**src/rtl/pingpong_round_logger.sv**
```systemverilog
// pingpong_round_logger: splits c1/c2 counter activity into single-counter runs,
// logs each finished run into a record FIFO and flags protocol errors and stalls.
module pingpong_round_logger #(
  parameter int DEPTH = 4,
  parameter int TIMEOUT = 16
) (
  input  logic        clk,
  input  logic        rst,
  input  logic [3:0]  c1,
  input  logic [3:0]  c2,
  output logic        out_valid,
  input  logic        out_ready,
  output logic [16:0] out_data,
  output logic        err_both,
  output logic        err_step,
  output logic        stall,
  output logic [7:0]  drop_cnt
);
  localparam int AW = $clog2(DEPTH);
  localparam int IW = $clog2(TIMEOUT + 1);
  typedef enum logic [1:0] {PRIME, IDLE, RUN1, RUN2} state_t;
  state_t state, state_nx;
  logic [3:0] p1, p2, r_start, r_end;
  logic r_src;
  logic [7:0] r_len;
  logic [IW-1:0] idle_cnt;
  logic d1, d2, ok1, ok2, active, in_run, bad_both, bad_step, err, quiet, timeout;
  logic open_run, extend, push, pop, accept;
  logic [AW:0] count;
  logic [AW-1:0] wptr, rptr;
  logic [16:0] mem [DEPTH];
  always_comb begin
    d1 = c1 != p1;
    d2 = c2 != p2;
    ok1 = c1 == p1 + 4'd1;
    ok2 = c2 == p2 + 4'd1;
    active = state != PRIME;
    in_run = state == RUN1 || state == RUN2;
    bad_both = active && d1 && d2;
    bad_step = active && ((d1 && !ok1) || (d2 && !ok2));
    err = bad_both || bad_step;
    quiet = !d1 && !d2;
    timeout = in_run && quiet && idle_cnt == IW'(TIMEOUT - 1);
  end
  always_ff @(posedge clk)
    if (!rst) state <= PRIME;
    else state <= state_nx;
  always_comb begin
    state_nx = state;
    if (state == PRIME || err) state_nx = IDLE;
    else if (d1) state_nx = RUN1;
    else if (d2) state_nx = RUN2;
    else if (timeout) state_nx = IDLE;
  end
  // A change on the counter that is not currently running closes the run and starts the other one.
  always_comb begin
    extend = !err && ((state == RUN1 && d1) || (state == RUN2 && d2));
    open_run = active && !err && !quiet && !extend;
    push = in_run && (err || open_run || timeout);
    pop = out_valid && out_ready;
    accept = push && (count < (AW+1)'(DEPTH) || pop);
    out_valid = count != '0;
    out_data = out_valid ? mem[rptr] : '0;
  end
  always_ff @(posedge clk) begin
    p1 <= c1;
    p2 <= c2;
    if (!rst) begin
      r_src <= 1'b0;
      r_start <= '0;
      r_end <= '0;
      r_len <= '0;
      idle_cnt <= '0;
      stall <= 1'b0;
      err_both <= 1'b0;
      err_step <= 1'b0;
      drop_cnt <= '0;
      count <= '0;
      wptr <= '0;
      rptr <= '0;
    end else begin
      if (open_run) begin
        r_src <= d2;
        r_start <= d2 ? p2 : p1;
        r_end <= d2 ? c2 : c1;
        r_len <= 8'd1;
      end else if (extend) begin
        r_end <= d2 ? c2 : c1;
        r_len <= r_len + 8'(r_len != 8'hff);
      end
      idle_cnt <= (in_run && quiet && !timeout) ? idle_cnt + 1'b1 : '0;
      stall <= timeout;
      err_both <= err_both | bad_both;
      err_step <= err_step | bad_step;
      drop_cnt <= drop_cnt + 8'(push && !accept && drop_cnt != 8'hff);
      count <= count + (AW+1)'(accept) - (AW+1)'(pop);
      wptr <= wptr + AW'(accept);
      rptr <= rptr + AW'(pop);
    end
  end
  always_ff @(posedge clk)
    if (accept) mem[wptr] <= {r_src, r_start, r_end, r_len};
endmodule

```
**config.mk**
```make
export PLATFORM = sky130hd
export DESIGN_NAME = pingpong_round_logger
export DESIGN_NICKNAME = d
export VERILOG_FILES = /design/src/rtl/pingpong_round_logger.sv
export SDC_FILE = /design/constraint.sdc
export NUM_CORES = 1
export LEC_CHECK = 0
export ABC_AREA = 1
export CORE_ASPECT_RATIO = 0.9
export CORE_MARGIN = 2
export CORE_UTILIZATION = 58
export CTS_CLUSTER_SIZE = 16
export DETAILED_ROUTE_END_ITERATION = 7
export MAX_ROUTING_LAYER = met4
export PLACE_DENSITY_LB_ADDON = 0.08
export SYNTH_ARGS = -nofsm -noshare
export SYNTH_HDL_FRONTEND = slang
export SYNTH_SLANG_ARGS = --single-unit
```
**constraint.sdc**
```tcl
create_clock -name clk -period 2.7 [get_ports clk]
set_input_delay 0.405 -clock clk [delete_from_list [all_inputs] [get_ports clk]]
set_output_delay 0.405 -clock clk [all_outputs]
set_load 0.03 [all_outputs]
```
==> out/qor.yml <==
run_status:
  status: "finished with violations"
  failed_checks: "negative setup slack"
placement:
  dpl.hpwl_um: 6935
  post-place-cells: 738
  placed_cell_area_um2: 6025
  preCtsSetupSlack_ns: -0.3867
  port_buffers: 39
  gp_congestion: 0.8539
timing:
  finalSetupViolCount: 1
  clock.fmax_mhz: 364.5
  maxSlewHeadroom: 0.6468
  period_needed_ns: 2.744
  hold_viol: 0
  rsz0062_at_grt: "true"
  fin_ws_ns: -0.04365
  fin_skew_ns: 0.009440
  tightest_slew_ns: 0.5292
  fin_setup_tns_ns: -0.04365
  slew_violations: 0
  period_share: 1.016
power:
  netSwitchingFraction: 0.3072
  powerDensity_nw_per_um2: 841.3
  power.switching_w: 0.001765
  power_frac_clock: 0.409
  p_comb_frac: 0.243
  p_seq_frac: 0.349
  ir_worst_vdd_mv: 0.4594
  p_int_w: 0.003979
  p_leak_nw: 2.920
setup_path:
  crit_type: "flip-flop to flip-flop"
  crit_fanout: 5
  path_buf_inv: 1
  end_kind: "flip-flop"
  cp_slowest_cell: "dfxtp_4"
  cpLargestDelayFamily: "simple AND/OR/NAND/NOR gates"
  max_stage_delay_ns: 0.36
  arrival_ns: 3.12
  cp-start-kind: "flip-flop"
  cp.required_ns: 3.08
  cp_cell_sequence: "ha_4, inv_2, nand2_1, nand2_1, nor2_1, nand3_1, nand2_2, nand2_4, nor2_8, nand4_4, nand2_2, nand2_1, nor2_1, ha_2, nand3_2, nor3_2, and2_1, nand2_1, xor2_1, nor2_1"
  crit_top_cell: "nand2_1"
clock_network:
  clkTransAtPathRegs_ns: 0.06
  holdBufCountCts: 0
  cts_tree: "yes"
  htree_levels: 4
  clock_path_buffers: 2
  numCtsBuffers: 17
  clock_latency_ns: 0.51
  clock_sinks: 118
  root_buffer: "clkbuf_8"
cells_and_area:
  fillers: 569
  fin_cells: 778
  mostFrequentLayoutCells: "nor2_1 (103), nand2_1 (97), edfxtp_1 (68), o21ai_0 (52), dfxtp_1 (46)"
  area_growth_pct: 29.72
  post-route-cell-area_um2: 6827
  final_common_cell: "nor2_1"
  nets: 670
  layout-drive-gt1-share: 0.2018
  antennaDiodeCount: 0
floorplan:
  num_rows: 32
  core_area_um2: 8688
  die_area_um2: 9852
  die_w_um: 104.4
  num_io_pins: 40
  dieHeight_um: 94.37
  start_util: 0.6057
yosys:
  synth_cells: 565
  synth_cell_types: 36
  synth_area_um2: 5263
  yosys_warnings: 0
  seq_area_frac_synth: 0.5782
  syn-num-nets: 589
  syn_avg_cell_area_um2: 9.314
  synth.ff_latch_count: 118
detailed_routing:
  firstDrtPassIters: 5
  first_iter_violations: 202
  wl_per_cell_um: 14.72
  via_per_inst: 5.249
  final_antenna_net_count: 0
  wirelength_um: 11450
  num_vias: 4084
  drc: 0
hold_path:
  hp-class: "input pin to flip-flop"
global_route:
  antenna_found_initial: 0
  grt_overflow: 0
  grt_pass1_vias: 3980
  grt_max_degree: 22
  grt_first_pass_wirelength_um: 18910
  grt_usage: 0.2549
job:
  cap_violations: 0
per-layer routing:
layer  track usage  up-vias  share of wire
met4       0.07995        0          0.010
met3       0.05245       12          0.046
met2        0.4401      120           0.51
met1        0.3043     1926           0.43
met5             -        -              0
li1              -     2026              -
cells by family (layout without fill, tap and decap cells):
kind of cell | Yosys count | count (layout) | share of synthesized area
buffers and inverters | 74 | 168 | 0.05587
flip-flops | 118 | 118 | 0.5782
XOR/XNOR | 11 | 11 | 0.01831
adder cells (fa/ha/maj) | 13 | 13 | 0.03233
AND/OR/NAND/NOR | 260 | 260 | 0.2268
AO/OA/AOI/OAI | 89 | 89 | 0.08844
metrics by stage:
step	total power, W	hold WS (ns)	util
after global routing	0.005995	0.1375	0.7857
after detailed placement	0.003441	0.4498	0.6934
final	0.005743	0.1275	0.7857
after global placement	0.003399	0.4352	0.6934
after CTS	0.005764	0.3947	0.7643
after floorplan	0.002925	0.4175	-
cell usage after synthesis, drive strengths merged:
| library cell | count | area, µm² |
|---|---|---|
| xnor2 | 4 | 35.03 |
| o21a | 1 | 7.510 |
| dfxtp | 50 | 1001 |
| nor3b | 1 | 7.510 |
| nand4 | 6 | 52.55 |
| o21ai | 53 | 265.3 |
| nor2 | 116 | 495.5 |
| clkbuf | 14 | 52.55 |
| nand3b | 1 | 7.510 |
| ha | 12 | 150.1 |
| edfxtp | 68 | 2042 |
| nand3 | 25 | 175.2 |
| fa | 1 | 20.02 |
| xor2 | 7 | 61.31 |
| inv | 55 | 209.0 |
| and2 | 1 | 6.260 |
| clkinv | 2 | 12.51 |
| o21bai | 1 | 7.510 |
| nand2 | 107 | 434.2 |
| buf | 3 | 20.01 |
| nor3 | 3 | 15.01 |
| a21oi | 34 | 185.2 |
worst register-to-register path: stages, from the launching register on:
cell	delay, ns
dfxtp_4	0.36
ha_4	0.27
inv_2	0.03
nand2_1	0.06
nand2_1	0.06
nor2_1	0.10
nand3_1	0.10
nand2_2	0.11
nand2_4	0.08
nor2_8	0.12
nand4_4	0.08
nand2_2	0.09
nand2_1	0.05
nor2_1	0.13
ha_2	0.23
nand3_2	0.12
nor3_2	0.21
and2_1	0.17
nand2_1	0.07
xor2_1	0.14
nor2_1	0.05
cell type report:
type,count,area [µm²],area share
flip-flops and latches,118,3055,0.4476
multi-input cells,373,2018,0.2956
repair buffers,79,757.0,0.1109
clock buffers,18,427.9,0.06268
inverters,57,221.5,0.03244
clock inverters,14,197.7,0.02896
well taps,119,148.9,0.02181
flip-flops by register name (all words and copies together) (netlist names):
register  count
mem          68
drop_cnt      8
r_len         8
idle_cnt      5
p1            4
p2            4
r_end         4
r_start       4
count         3
rptr          2
state         2
wptr          2
err_both      1
err_step      1
r_src         1
stall         1
timing repair:
action                     CTS  global route
setup buffers                0             8
pin swaps                    0            15
cloned                       0             0
hold endpoints to repair     0             0
resized for setup            9            39
setup endpoints to repair   13            13
power by group through the flow:
stage | registers, W | logic, W | clock network, W
after floorplan | 0.00203 | 0.000900 | 0
after global placement | 0.00203 | 0.00137 | 0
after detailed placement | 0.00204 | 0.00141 | 0
after CTS | 0.00200 | 0.00138 | 0.00238
after global routing | 0.00201 | 0.00153 | 0.00246
final | 0.00200 | 0.00139 | 0.00235
worst paths after layout:
path                               start                      to  slack [ns]  cells after the start
setup / recovery           p1[1]$_DFF_P_  drop_cnt[7]$_SDFF_PN0_       -0.04                     20
hold / removal                     c1[3]           p1[3]$_DFF_P_        0.13                      1
setup reg to reg           p1[1]$_DFF_P_  drop_cnt[7]$_SDFF_PN0_       -0.04                     20
hold reg to reg   idle_cnt[0]$_SDFF_PN0_  idle_cnt[0]$_SDFF_PN0_        0.47                      1
No activity file was read; power rests on OpenSTA's default activity.
